## src/rtl/miriscv_lsu_ctrl.sv

```systemverilog
// Load/store sequencer: turns one decoded load/store into a single req/gnt/rvalid bus
// transaction, formats store data and byte enables, and aligns/extends load data.
module miriscv_lsu_ctrl #(
  parameter int unsigned TIMEOUT_CYCLES = 16
) (
  input  logic        clk_i,
  input  logic        arstn_i,
  input  logic        lsu_req_i,
  input  logic        lsu_we_i,
  input  logic [2:0]  lsu_size_i,
  input  logic [31:0] lsu_addr_i,
  input  logic [31:0] lsu_wdata_i,
  input  logic        lsu_kill_i,
  output logic        lsu_stall_o,
  output logic        lsu_valid_o,
  output logic [31:0] lsu_rdata_o,
  output logic        lsu_misalign_o,
  output logic        lsu_buserr_o,
  output logic        data_req_o,
  output logic        data_we_o,
  output logic [3:0]  data_be_o,
  output logic [31:0] data_addr_o,
  output logic [31:0] data_wdata_o,
  input  logic        data_gnt_i,
  input  logic        data_rvalid_i,
  input  logic [31:0] data_rdata_i
);

  localparam logic [2:0] MEM_ACCESS_WORD  = 3'd0;
  localparam logic [2:0] MEM_ACCESS_HALF  = 3'd1;
  localparam logic [2:0] MEM_ACCESS_BYTE  = 3'd2;
  localparam logic [2:0] MEM_ACCESS_UHALF = 3'd3;
  localparam logic [2:0] MEM_ACCESS_UBYTE = 3'd4;

  localparam logic [31:0] TIMEOUT_LAST = TIMEOUT_CYCLES - 1;

  typedef enum logic [1:0] {IDLE, REQ, RESP, DONE} state_e;

  state_e      state_q, state_d;
  logic        we_q, we_d;
  logic [2:0]  size_q, size_d;
  logic [1:0]  off_q, off_d;
  logic [29:0] waddr_q, waddr_d;
  logic        req_q, req_d;
  logic [3:0]  be_q, be_d;
  logic [31:0] wdata_q, wdata_d;
  logic [31:0] cnt_q, cnt_d;
  logic        kill_q, kill_d;
  logic [31:0] rdata_q, rdata_d;
  logic        misalign_q, misalign_d;
  logic        buserr_q, buserr_d;

  logic        accept;
  logic        misalign_in;
  logic [3:0]  be_in;
  logic [31:0] wdata_in;
  logic [31:0] load_shift;
  logic [31:0] load_ext;
  logic        timeout;
  logic        kill_now;

  // Request decode: alignment check, byte enables and store-data replication.
  always_comb begin
    misalign_in = 1'b0;
    be_in       = 4'b1111;
    wdata_in    = lsu_wdata_i;
    case (lsu_size_i)
      MEM_ACCESS_WORD: begin
        misalign_in = (lsu_addr_i[1:0] != 2'b00);
      end
      MEM_ACCESS_HALF, MEM_ACCESS_UHALF: begin
        misalign_in = lsu_addr_i[0];
        be_in       = 4'b0011 << lsu_addr_i[1:0];
        wdata_in    = {2{lsu_wdata_i[15:0]}};
      end
      MEM_ACCESS_BYTE, MEM_ACCESS_UBYTE: begin
        be_in    = 4'b0001 << lsu_addr_i[1:0];
        wdata_in = {4{lsu_wdata_i[7:0]}};
      end
      default: begin
        misalign_in = 1'b1;
      end
    endcase
  end

  // Load data alignment and extension; stores report zero.
  always_comb begin
    load_shift = data_rdata_i >> {off_q, 3'b000};
    load_ext   = load_shift;
    case (size_q)
      MEM_ACCESS_HALF:  load_ext = {{16{load_shift[15]}}, load_shift[15:0]};
      MEM_ACCESS_UHALF: load_ext = {16'h0000, load_shift[15:0]};
      MEM_ACCESS_BYTE:  load_ext = {{24{load_shift[7]}}, load_shift[7:0]};
      MEM_ACCESS_UBYTE: load_ext = {24'h000000, load_shift[7:0]};
      default:          load_ext = load_shift;
    endcase
    if (we_q) begin
      load_ext = 32'h0;
    end
  end

  assign accept   = lsu_req_i & ~lsu_kill_i;
  assign timeout  = (TIMEOUT_CYCLES != 0) && (cnt_q >= TIMEOUT_LAST);
  assign kill_now = kill_q | lsu_kill_i;

  always_comb begin
    state_d        = state_q;
    we_d           = we_q;
    size_d         = size_q;
    off_d          = off_q;
    waddr_d        = waddr_q;
    req_d          = req_q;
    be_d           = be_q;
    wdata_d        = wdata_q;
    cnt_d          = cnt_q;
    kill_d         = kill_q;
    rdata_d        = rdata_q;
    misalign_d     = misalign_q;
    buserr_d       = buserr_q;
    lsu_stall_o    = 1'b0;
    lsu_valid_o    = 1'b0;
    lsu_rdata_o    = 32'h0;
    lsu_misalign_o = 1'b0;
    lsu_buserr_o   = 1'b0;

    case (state_q)
      IDLE: begin
        lsu_stall_o = accept;
        if (accept) begin
          we_d       = lsu_we_i;
          size_d     = lsu_size_i;
          off_d      = lsu_addr_i[1:0];
          kill_d     = 1'b0;
          rdata_d    = 32'h0;
          buserr_d   = 1'b0;
          misalign_d = misalign_in;
          if (misalign_in) begin
            state_d = DONE;
          end else begin
            waddr_d = lsu_addr_i[31:2];
            be_d    = be_in;
            wdata_d = wdata_in;
            req_d   = 1'b1;
            cnt_d   = 32'h0;
            state_d = REQ;
          end
        end
      end

      REQ: begin
        lsu_stall_o = 1'b1;
        if (TIMEOUT_CYCLES != 0) begin
          cnt_d = cnt_q + 32'd1;
        end
        // A grant commits the bus transaction, so a same-cycle kill only defers.
        if (data_gnt_i) begin
          req_d   = 1'b0;
          kill_d  = lsu_kill_i;
          state_d = RESP;
        end else if (lsu_kill_i) begin
          req_d   = 1'b0;
          state_d = IDLE;
        end else if (timeout) begin
          req_d    = 1'b0;
          buserr_d = 1'b1;
          rdata_d  = 32'h0;
          state_d  = DONE;
        end
      end

      RESP: begin
        lsu_stall_o = 1'b1;
        if (TIMEOUT_CYCLES != 0) begin
          cnt_d = cnt_q + 32'd1;
        end
        if (lsu_kill_i) begin
          kill_d = 1'b1;
        end
        if (data_rvalid_i) begin
          rdata_d = load_ext;
          kill_d  = 1'b0;
          state_d = kill_now ? IDLE : DONE;
        end else if (timeout) begin
          buserr_d = 1'b1;
          rdata_d  = 32'h0;
          kill_d   = 1'b0;
          state_d  = kill_now ? IDLE : DONE;
        end
      end

      DONE: begin
        lsu_valid_o    = 1'b1;
        lsu_rdata_o    = rdata_q;
        lsu_misalign_o = misalign_q;
        lsu_buserr_o   = buserr_q;
        state_d        = IDLE;
      end

      default: begin
        state_d = IDLE;
      end
    endcase
  end

  always_ff @(posedge clk_i or negedge arstn_i) begin
    if (!arstn_i) begin
      state_q    <= IDLE;
      we_q       <= 1'b0;
      size_q     <= 3'd0;
      off_q      <= 2'd0;
      waddr_q    <= 30'd0;
      req_q      <= 1'b0;
      be_q       <= 4'd0;
      wdata_q    <= 32'h0;
      cnt_q      <= 32'h0;
      kill_q     <= 1'b0;
      rdata_q    <= 32'h0;
      misalign_q <= 1'b0;
      buserr_q   <= 1'b0;
    end else begin
      state_q    <= state_d;
      we_q       <= we_d;
      size_q     <= size_d;
      off_q      <= off_d;
      waddr_q    <= waddr_d;
      req_q      <= req_d;
      be_q       <= be_d;
      wdata_q    <= wdata_d;
      cnt_q      <= cnt_d;
      kill_q     <= kill_d;
      rdata_q    <= rdata_d;
      misalign_q <= misalign_d;
      buserr_q   <= buserr_d;
    end
  end

  assign data_req_o   = req_q;
  assign data_we_o    = we_q;
  assign data_be_o    = be_q;
  assign data_addr_o  = {waddr_q, 2'b00};
  assign data_wdata_o = wdata_q;

endmodule
```

## config.mk

```make
export PLATFORM = sky130hd
export DESIGN_NAME = miriscv_lsu_ctrl
export DESIGN_NICKNAME = d
export VERILOG_FILES = /design/src/rtl/miriscv_lsu_ctrl.sv
export SDC_FILE = /design/constraint.sdc
export NUM_CORES = 1
export LEC_CHECK = 0
export ABC_CLOCK_PERIOD_IN_PS = 2300
export CAP_MARGIN = 20
export CELL_PAD_IN_SITES_DETAIL_PLACEMENT = 1
export CELL_PAD_IN_SITES_GLOBAL_PLACEMENT = 2
export CORE_AREA = 2 2 167 169
export CTS_BUF_LIST = sky130_fd_sc_hd__clkbuf_8 sky130_fd_sc_hd__clkbuf_16
export DETAILED_ROUTE_END_ITERATION = 8
export DIE_AREA = 0 0 169 171
export GPL_TIMING_DRIVEN = 0
export PLACE_DENSITY = 0.9
export SKIP_LAST_GASP = 1
export SYNTH_ARGS = -nofsm -noshare
export SYNTH_HDL_FRONTEND = slang
export SYNTH_SLANG_ARGS = --single-unit
```

## constraint.sdc

```tcl
create_clock -name clk_i -period 2.3 [get_ports clk_i]
set_input_delay 0.69 -clock clk_i [delete_from_list [all_inputs] [get_ports clk_i]]
set_output_delay 0.69 -clock clk_i [all_outputs]
set_load 0.05 [all_outputs]
```

==> flow_summary.yaml, run 1 <==
sta:
  post-route-period-util: 1.07
  fmax_ghz: 0.406
  fin_hold_ws_ns: 0.229
  postLayoutSetupSlackWorst_ns: -0.165
  min_period_ns: 2.47
  hold_violations: 0
  drv_slew: 0
  setup_viol: 37
  grt_setup_unrepaired: "yes"
  max_slew.worst_pin.slew_ns: 0.772
  slew_headroom: 0.482
  finClkSkew_ns: 0.0104
worst_setup_path:
  cp_data_required_time_ns: 1.61
  path_class: "flip-flop to primary output"
  critPathCaptureType: "primary output"
  start_kind: "flip-flop"
  worstPathArrival_ns: 1.78
  critPathMaxFanout: 4
clock_network:
  cts_tree: "built"
  path_clk_slew_ns: 0.07
  cts_htree_levels: 4
  cts_num_sinks: 142
  cts.path.max_buffers: 2
  cts_root_buf: "clkbuf_16"
  cts_buffers: 17
  insertion_delay_ns: 0.43
die:
  rows: 61
  die_h_um: 171
  die_area_mm2: 0.0289
  start_util: 0.275
  die_w_um: 169
  coreArea_mm2: 0.0273
  ios: 212
grt:
  grt_util_all_layers: 0.196
  antenna_found_initial: 1
  grt-ovfl-total: 0
  grt_max_degree: 86
  grt_pass1_wl_um: 44200
  grt_pass1_vias: 7965
detailed_routing:
  routed_wl_um: 29000
  avgRoutedWirePerCell_um: 19.5
  drc_errors: 0
  drt_pass1_iterations: 4
  vias: 7538
  drtIter0Drc: 362
  drtAntennaViolNets: 0
  viasPerCell: 5.06
place:
  port_buffers: 207
  place_area_mm2: 0.0101
  placed_cells_incl_taps: 1416
  gp_congestion: 0.823
  place_hpwl_um: 20100
logic_synthesis:
  synthSimpleGateAreaFrac: 0.238
  yosys_register_bits: 142
  synth_mux_area_frac: 0.0618
  netlist.area_leader.share: 0.473
  synth_edf_count: 0
  synth_compound_area_frac: 0.171
  synth.area.top_cells: "dfrtp_1 47%, nand2_1 11%, o21ai_0 6.5%, mux2i_1 4.5%, and2_1 3.1%"
  synthAdderAreaFrac: 0.00833
  synth_cell_types: 59
  syn_area_per_cell_um2: 8.73
  ys.flop_type: "dfrtp_1"
  ys_warn_count: 0
  synth_top_family_by_area: "simple AND/OR/NAND/NOR gates"
  yosysSeqAreaShare: 0.473
  yosys.area_share.xor_xnor: 0.0103
  async_reset_ff_frac: 1.00
  yosysTopAreaCell: "dfrtp_1"
  syn_area_mm2: 0.00751
  synthCells: 861
cells_and_area:
  antenna_cells: 0
  stdcell_count: 1489
  nNetsFinal: 1242
  postLayoutCellArea_mm2: 0.0117
  final_layout_size_suffix_gt1_frac: 0.213
  final_cell_mix: "216 x nand2_1, 140 x dfrtp_1, 96 x clkdlybuf4s50_1, 93 x o21ai_0, 49 x dlygate4sd2_1"
  final_common_cell: "nand2_1"
  syn_to_final_growth_pct: 55.4
status:
  violations: "setup timing"
  outcome: "finished with violations"
power_and_ir_drop:
  p_per_area_mw_per_mm2: 1270
  p_leak_nw: 5.44
  ir_drop_mv: 0.554
job:
  maxCapViolations: 0
worst_hold_path:
  hp-class: "primary input to async pin"
==> power breakdown <==
group	switching [mW]	leakage, nW	internal, mW
Combinational	5.22	3.32	2.59
Clock	1.15	0.288	1.77
Sequential	0.633	1.83	3.40
==> timing repair <==
action | CTS | global route
endpoints found under the setup margin | 212 | 133
gates cloned | 3 | 2
hold buffers | 0 | 0
gates resized for setup | 350 | 141
pin swaps | 13 | 25
endpoints found under the hold margin | 0 | 0
setup buffers | 23 | 16
==> worst paths after layout <==
path | cells after the start | slack, ns | end | from
worst min-delay path | 1 | 0.23 | cnt_q[26] | arstn_i
max in group asynchronous | 2 | 1.22 | rdata_q[7] | arstn_i
min in group clk_i | 2 | 0.47 | waddr_q[2] | waddr_q[2]
worst max register to register | 10 | -0.09 | cnt_q[11] | state_q[1]
worst min register to register | 2 | 0.47 | waddr_q[2] | waddr_q[2]
worst max-delay path | 6 | -0.17 | lsu_stall_o | state_q[1]
==> logic make-up after synthesis <==
kind of cell	count (synthesis)
and+or+nand+nor	382
adders and majority gates	5
muxes	45
xor gates and xnor gates	8
buffers and inverters	65
AOI/OAI and AO/OA	213
other	1
DFF	142
==> sequential cells by signal (all words and copies together), names as in the netlist <==
signal        flops
data_req_o        1
buserr_q          1
rdata_q          32
size_q            3
state_q           2
cnt_q            32
data_we_o         1
misalign_q        1
data_be_o         4
waddr_q          30
kill_q            1
off_q             2
data_wdata_o     32
==> cell usage after synthesis (4+ instances only) <==
cell type  count
a2bb2oi_1      4
nor2_1        39
xnor2_1        4
dfrtp_1      142
o31ai_1        8
nor2b_1        7
a31oi_1        4
nand2b_1       6
a21oi_1       44
o21ai_0       98
nor4_1        10
a221oi_1       7
clkbuf_1      37
or3_1         13
and2_1        37
buf_2          9
mux2i_1       34
or2_2          5
or4_1          5
a22oi_1        7
ha_1           5
a22o_1        22
mux2_2        11
nand3_1       11
nand4_1        9
nor3_1         5
nand2_1      218
inv_1         13
==> through the flow <==
step | power [mW] | utilization | TNS (ns) | setup WS, ns
floorplan | 8.65 | - | -0.259 | -0.0593
global placement | 11.2 | 0.369 | -950.94 | -5.74
detailed placement | 11.3 | 0.370 | -147.42 | -1.19
CTS | 14.5 | 0.407 | -4.35 | -0.202
global route | 15.6 | 0.427 | -5.48 | -0.233
finish | 14.8 | 0.427 | -2.15 | -0.165
==> area by class of cell <==
class / instances / area (µm²)
inverters: 13 / 48.8
multi-input cells: 655 / 4050
fillers: 3118 / 15700
plain buffers: 52 / 340
clock inverters: 12 / 160
clock buffers: 19 / 453
repair buffers: 250 / 2630
flip-flops and latches: 142 / 3560
well taps: 346 / 433
==> per-layer routing <==
metal,vias up,track usage,wire [µm]
met1,3714,0.243,12300
met4,2,0.0472,471
met3,33,0.0590,1990
li1,3538,-,-
met5,-,0,7
met2,251,0.334,14200
==> worst max-delay path: stages (launching register included) <==
cell	delay [ns]
dfrtp_2	0.45
inv_2	0.11
ha_4	0.15
nand3b_1	0.11
clkbuf_8	0.18
a21oi_4	0.18
buf_6	0.18
(Power assumes the default switching activity.)
==> inputs of run 2 (changes only) <==
- ABC_CLOCK_PERIOD_IN_PS: 2300 -> 2800
- CTS_CLUSTER_SIZE: default -> 14
- clock period: 2.3 -> 2.8 ns (I/O delays scaled with it)
==> flow_summary.yaml, run 2 (same netlist as run 1, synthesis figures left out) <==
sta:
  post-route-period-util: 0.970
  max_slew.worst_pin.slew_ns: 1.04
  finClkSkew_ns: 0.0105
  hold_violations: 0
  fmax_ghz: 0.368
  grt_setup_unrepaired: "no"
  slew_headroom: 0.303
  setup_viol: 0
  drv_slew: 0
  min_period_ns: 2.72
power_and_ir_drop:
  power.share.clock: 0.214
  intPower_mw: 6.38
  pwr-share-comb: 0.508
  p_leak_nw: 4.69
  ir_drop_mv: 0.653
  p_per_area_mw_per_mm2: 1110
  p_sw_frac: 0.466
  power_frac_seq: 0.278
  power_mw: 11.9
  p_sw_mw: 5.56
worst_hold_path:
  hp-class: "primary input to async pin"
worst_setup_path:
  slowest_stage: "dfrtp_1"
  max_stage_delay_ns: 0.42
  critPathMaxFanout: 8
  worstPathArrival_ns: 1.88
  cp_data_required_time_ns: 1.96
  timing.critical_path.buf_inv: 3
  start_kind: "flip-flop"
  worst_path_most_repeated_cell: "inv_1"
  critPathCaptureType: "primary output"
  path_class: "flip-flop to primary output"
  path_cells: "inv_1 -> ha_2 -> inv_1 -> a21oi_4 -> buf_6"
  path_delay_family: "buffers and inverters"
place:
  gp_congestion: 0.811
  port_buffers: 207
  place_hpwl_um: 20000
detailed_routing:
  vias: 7294
  avgRoutedWirePerCell_um: 18.9
  routed_wl_um: 27500
  drtAntennaViolNets: 0
  viasPerCell: 5.02
  drc_errors: 0
  drtIter0Drc: 365
  drt_pass1_iterations: 4
die:
  coreArea_mm2: 0.0273
  die_h_um: 171
  die_w_um: 169
  start_util: 0.275
  die_area_mm2: 0.0289
  rows: 61
  ios: 212
cells_and_area:
  utilization: 0.394
  syn_to_final_growth_pct: 43.3
  final_common_cell: "nand2_1"
  final_layout_size_suffix_gt1_frac: 0.120
  antenna_cells: 0
  fill_cells: 3195
  nNetsFinal: 1204
  final_cell_mix: "217 x nand2_1, 168 x clkdlybuf4s50_1, 142 x dfrtp_1, 98 x o21ai_0, 42 x a21oi_1"
clock_network:
  path_clk_slew_ns: 0.06
  cts_buffers: 17
  cts_htree_levels: 4
  cts.path.max_buffers: 2
  cts_num_sinks: 142
  cts_tree: "built"
  insertion_delay_ns: 0.42
  cts_hold_buffers: 0
  cts_root_buf: "clkbuf_16"
grt:
  grt_max_degree: 85
  antenna_found_initial: 0
  grt_pass1_vias: 7720
  grt-ovfl-total: 0
  grt_util_all_layers: 0.189
  grt_pass1_wl_um: 43000
status:
  outcome: "finished clean"
job:
  maxCapViolations: 0
run 2: cell types whose count changed in the layout (fill, tap and decap cells not counted), sizes merged, moves of 3 or more:
cell / previous run / this run
buf: 96 / 54
clkdlybuf4s15: 2 / 5
clkdlybuf4s50: 96 / 168
dlygate4sd2: 49 / 1
dlymetal6s2s: 24 / 2
run 2: power by group through the flow:
stage          Combinational, mW  Clock [mW]  Sequential, mW
4_1_cts                     6.04        2.61            3.32
2_1_floorplan               2.22           0            4.86
3_5_place_dp                5.97           0            3.33
6_report                    6.07        2.55            3.32
5_1_grt                     6.49        2.69            3.42
3_3_place_gp                5.85           0            3.30
run 2: area by class of cell:
cell class,count,area [µm²],area share
clock inverter,14,216,0.0201
multi-input combinational,655,3780,0.351
clock buffer,18,439,0.0408
timing repair buffer,212,2040,0.190
tap,346,433,0.0402
buffer,52,253,0.0235
sequential,142,3550,0.330
inverter,13,48.8,0.00453
run 2: path summary, 6_finish.rpt:
check / startpoint / endpoint / slack, ns / depth (start not counted)
max: state_q[0] / lsu_stall_o / 0.08 / 5
min: arstn_i / rdata_q[3] / 0.40 / 1
max reg2reg: state_q[0] / rdata_q[31] / 0.19 / 8
min reg2reg: misalign_q / misalign_q / 0.47 / 2
max in group asynchronous: arstn_i / data_wdata_o[28] / 1.56 / 2
min in group clk_i: misalign_q / misalign_q / 0.47 / 2
run 2: stage by stage:
step                      hold WS [ns]  instances  cell area (µm²)  setup TNS (ns)  setup WS (ns)
after floorplan                  0.442        862             7530               0         0.0650
after global placement           0.455       1415            10000         -845.20          -5.40
after detailed placement         0.465       1416            10100          -84.17          -1.06
after CTS                        0.417       1452            10700          -0.128         -0.118
after global routing             0.435       1452            10800               0        0.00281
final                            0.397       1452            10800               0         0.0848
run 2: per-layer routing:
layer,GRT usage,vias up,wire [µm]
met4,0.0416,0,261
met2,0.328,212,13400
met3,0.0502,19,1780
met5,0,-,0
li1,-,3449,-
met1,0.236,3614,12000
run 2: timing repair:
item	in CTS	in global routing
setup endpoints to repair	150	135
gates cloned	0	0
pin swaps	2	0
buffers inserted	4	0
resized for setup	201	27
